==> config.mk <==
export PLATFORM = sky130hd
export DESIGN_NAME = run_length_reporter
export DESIGN_NICKNAME = d
export VERILOG_FILES = /design/src/rtl/run_length_reporter.sv
export SDC_FILE = /design/constraint.sdc
export NUM_CORES = 1
export LEC_CHECK = 0
export ABC_AREA = 1
export CAP_MARGIN = 15
export CORE_UTILIZATION = 40
export CTS_CLUSTER_SIZE = 24
export DETAILED_ROUTE_END_ITERATION = 10
export SYNTH_ARGS = -nofsm -noshare
export SYNTH_HDL_FRONTEND = slang
export SYNTH_SLANG_ARGS = --single-unit
==> constraint.sdc <==
create_clock -name CLK -period 3.15 [get_ports CLK]
set_clock_uncertainty 0.15 [all_clocks]
set_input_delay 0.63 -clock CLK [delete_from_list [all_inputs] [get_ports CLK]]
set_output_delay 0.63 -clock CLK [all_outputs]
set_load 0.02 [all_outputs]
==> src/rtl/run_length_reporter.sv <==
// Measures the length of every high run on a detector output and queues each
// completed length in a small FWFT FIFO drained over a valid/ready handshake.
module run_length_reporter #(
    parameter int CNT_W = 8,
    parameter int AW    = 2
) (
    input  logic             CLK,
    input  logic             reset_n,
    input  logic             det_in,
    output logic [CNT_W-1:0] len_data,
    output logic             len_valid,
    input  logic             len_ready,
    output logic [AW:0]      fifo_count,
    output logic             overflow
);

    localparam int               DEPTH     = 2**AW;
    localparam logic [CNT_W-1:0] CNT_ONE   = CNT_W'(1'b1);
    localparam logic [CNT_W-1:0] CNT_MAX   = {CNT_W{1'b1}};
    localparam logic [AW-1:0]    PTR_ONE   = AW'(1'b1);
    localparam logic [AW:0]      FCNT_ONE  = (AW+1)'(1'b1);
    localparam logic [AW:0]      FCNT_FULL = (AW+1)'(DEPTH);

    logic             det_d_r;
    logic [CNT_W-1:0] run_cnt_r;
    logic [CNT_W-1:0] mem_r [DEPTH];
    logic [AW-1:0]    rd_ptr_r;
    logic [AW-1:0]    wr_ptr_r;
    logic [AW:0]      count_r;
    logic             overflow_r;

    logic push_s;
    logic pop_s;
    logic full_s;
    logic wr_en_s;
    logic drop_s;

    // Length counter clamps at all-ones instead of wrapping.
    function automatic logic [CNT_W-1:0] sat_inc(input logic [CNT_W-1:0] v);
        if (v == CNT_MAX) begin
            sat_inc = v;
        end else begin
            sat_inc = v + CNT_ONE;
        end
    endfunction

    // Handshake and push/drop decisions for the current edge.
    always_comb begin
        push_s  = 1'b0;
        pop_s   = 1'b0;
        full_s  = 1'b0;
        wr_en_s = 1'b0;
        drop_s  = 1'b0;
        push_s  = det_d_r & ~det_in;
        pop_s   = len_valid & len_ready;
        full_s  = (count_r == FCNT_FULL);
        // A full FIFO still accepts a push when the head leaves in the same cycle.
        wr_en_s = push_s & (~full_s | pop_s);
        drop_s  = push_s & full_s & ~pop_s;
    end

    // Run tracking, FIFO storage and sticky overflow.
    always_ff @(posedge CLK) begin
        if (!reset_n) begin
            det_d_r    <= 1'b0;
            run_cnt_r  <= '0;
            rd_ptr_r   <= '0;
            wr_ptr_r   <= '0;
            count_r    <= '0;
            overflow_r <= 1'b0;
            for (int i = 0; i < DEPTH; i++) begin
                mem_r[i] <= '0;
            end
        end else begin
            det_d_r <= det_in;
            if (det_in) begin
                if (det_d_r) begin
                    run_cnt_r <= sat_inc(run_cnt_r);
                end else begin
                    run_cnt_r <= CNT_ONE;
                end
            end else begin
                run_cnt_r <= run_cnt_r;
            end

            if (wr_en_s) begin
                mem_r[wr_ptr_r] <= run_cnt_r;
                wr_ptr_r        <= wr_ptr_r + PTR_ONE;
            end else begin
                wr_ptr_r <= wr_ptr_r;
            end

            if (pop_s) begin
                rd_ptr_r <= rd_ptr_r + PTR_ONE;
            end else begin
                rd_ptr_r <= rd_ptr_r;
            end

            case ({wr_en_s, pop_s})
                2'b10:   count_r <= count_r + FCNT_ONE;
                2'b01:   count_r <= count_r - FCNT_ONE;
                default: count_r <= count_r;
            endcase

            if (drop_s) begin
                overflow_r <= 1'b1;
            end else begin
                overflow_r <= overflow_r;
            end
        end
    end

    assign len_data   = mem_r[rd_ptr_r];
    assign len_valid  = (count_r != '0);
    assign fifo_count = count_r;
    assign overflow   = overflow_r;

endmodule

==> results.md <==
* Clock-pin slew on the worst setup and hold paths at 0.09 ns
* Dpl ws at 0.413 ns
* Core area at 5510 sq um
* Element type at the critical path start: flip-flop
* Largest cells by area after synthesis: edfxtp_1, dfxtp_1, nor2_1, inv_1, o21ai_0
* Reg-to-reg slack, setup at 1.06 ns
* Area of the multi-input gates at 785 sq um
* Power per cell area at 525 nW/um^2
* Vias in the first global route at 1655
* Nets at 284
* Yosys warning count at 0
* Final WL at 4420 um
* Post-route DRC violation count at 0
* Syn avg cell area at 9.04 sq um
* Sequential fraction of the synthesis area at 58.6%
* Post-layout min period at 2.70 ns
* Pin count of the biggest net entering global routing at 17
* Adder-Cell Fraction of Synth Area at 1.97%
* Layout cells sized above 1 at 8.63%
* Max incr delay on CP at 0.63 ns
* Seq cells post-synth at 51
* Synth Area in Compound Gates at 10.0%
* Final slew viol count at 0
* FF+latch area at 1340 sq um
* Port bufs at 16
* Drt wl/cell at 12.6 um
* Postcts setup bufs at 0
* Post-synth ARST share at 0%
* H-tree depth at 2
* Crit Path Category: reg2out
* P&R area growth vs syn at 15.5%
* Via density at 4.76
* Gpl congestion at 0.759
* Hold_ws at 0.339 ns
* Final period util at 85.8%
* Top-area cell type share of the netlist area at 42.0%
* Final hold violation count at 0
* Synth Net Count at 260
* Hold Crit Start: overflow
* Final setup viols at 0
* PostCTS Resize Cnt at 0
* Initial DRC Count at 76
* Die width at 77.6 um
* Max VDD drop at 0.286 mV
* Fill cells at 546
* FP Rows at 27
* RR Startpoint: fifo_count[1]
* Req. time, crit path at 2.37 ns
* Rel. slew slack at 66.1%
* CP Cell Sequence: inv_1 > o21ai_0 > o22ai_1 > clkdlybuf4s50_1
* Synth area leader: edfxtp_1
* Clock latency on the worst-skew pair at 0.30 ns
* Number of synthesized flops with an enable pin at 32
* Die Y at 77.6 um
* Starting density of the core at 41.5%
* Largest family of logic cells by synthesized area: simple AND/OR/NAND/NOR gates
* Worst Hold Path EP: overflow
* Number of distinct library cells after synthesis at 26
* Final ANT Viol Nets at 0
* Max FO, Critical Path at 16
* FF-to-FF End: fifo_count[2]
* Status: completed
* Tightest Pin Transition at 0.508 ns
* Crit path buf inv count at 2
* Hold-fix buffers at CTS at 0
* Die Footprint at 6020 sq um
* Synth Flop Type: edfxtp_1
* Commonest non-fill, non-tap cell in the layout: nor2_1
* N_diodes at 0
* Critical path's top delay family: buffers and inverters
* Worst Setup End Kind: primary output
* Post-Synth Simple-Gate Area at 22.3%
* XOR/XNOR Fraction of Synth Area at 0%
* Peak Freq at 0.370 GHz
* GRT overflow at 0
* Router iterations before antenna repair at 4
* HPWL Detailed at 3140 um
* Leak at 1.05 nW
* CTS tree: yes
* Total CTS buffers at 5
* Clock Tree Buf Depth at 2
* Hold Path Depth at 1
* CP max stage cell: clkdlybuf4s50_1
* Initial antenna violation count at 0
* Area post-placement at 2550 sq um
* Mapped Cells at 253
* Total track usage at 16.8%
* Clk sinks at 51
* Final instance area at 2640 sq um
* Vias at 1665
* IO Count at 17
* R2r worst-path depth at 10
* Netlist Area Pre-Place at 2290 sq um
* Mux cell area share after synthesis at 0%
* Worst setup slack after layout at 0.448 ns
* Root Buffer Master: clkbuf_8
* First-pass GRT wire length at 7810 um
* RSZ-0062 raised after global routing: false
* Setup_tns at 0 ns
* Hold crit path type: reg2reg
* Number of max-cap violations at 0
* Commonest cells after routing, fill and taps aside: nor2_1, inv_1, edfxtp_1, nand2_1, o21ai_0
* Arrival time worst endpoint at 1.92 ns
[state kept, by name (all words and copies together) (netlist names), named ones only]
name	count
mem_r	32
run_cnt_r	8
fifo_count	3
wr_ptr_r	2
rd_ptr_r	2
det_d_r	1
overflow	1
[cell type report]
| cell class | count | share of cell area, % |
|---|---|---|
| multi-input combinational | 162 | 29.7 |
| timing repair buffer | 22 | 7.77 |
| clock buffer | 5 | 2.61 |
| clock inverter | 3 | 0.758 |
| sequential | 51 | 50.8 |
| tap | 72 | 3.41 |
| inverter | 35 | 4.97 |
[worst max-delay path by stage]
stage	from	endpoint	slack, ns	cells after the start
after floorplan	len_ready	mem_r[1][0]	0.95	6
after global placement	len_ready	fifo_count[2]	0.51	10
after detailed placement	len_ready	fifo_count[2]	0.41	10
after CTS	flip-flop	len_data[5]	0.44	4
after global routing	flip-flop	len_data[0]	0.30	4
final	flip-flop	len_data[0]	0.45	4
[cells by family after synthesis]
logic type	after synthesis
buffers and inverters	40
adders and majority gates	3
AOI/OAI and AO/OA	43
DFF	51
and+or+nand+nor	116
[metal layers]
layer  up-vias  share of wire, %  GRT usage (%)
met1       752                49           21.7
met4         0               1.4           6.23
li1        881                 -              -
met5         -                 0              0
met3         7               3.2           2.82
met2        25                46           28.1
[metrics by stage]
stage          utilization, %  power (mW)  instances
6_report                 48.0        1.39        350
5_1_grt                  48.0        1.45        350
4_1_cts                  48.0        1.40        350
3_5_place_dp             46.4        1.04        342
3_3_place_gp             46.4        1.03        342
2_1_floorplan               -       0.927        253
[cell usage after synthesis (all sizes together), types with 2 or more instances]
cell	n
nor2	64
nand2	36
inv	34
edfxtp	32
o21ai	25
dfxtp	19
nand3	10
a21oi	8
o22ai	8
buf	4
ha	2
nand4	2
nor3	2
[worst register-to-register path: stages (launching register included)]
cell and delay, ns:
dfxtp_1 0.35, nor2_2 0.16, nand3_1 0.12, nand2_2 0.13, ha_1 0.16, inv_1 0.07, fa_1 0.38, a21oi_1 0.14
o21ai_0 0.10, o21ai_0 0.16, a21oi_1 0.06
[where the power goes]
group | total [mW] | switching, mW | leakage (nW) | internal, mW
registers | 0.757 | 0.0164 | 0.485 | 0.741
logic | 0.260 | 0.155 | 0.522 | 0.105
clock network | 0.370 | 0.215 | 0.0402 | 0.155
total | 1.39 | 0.386 | 1.05 | 1.00
Note: power is estimated with default switching activity, not from simulation.
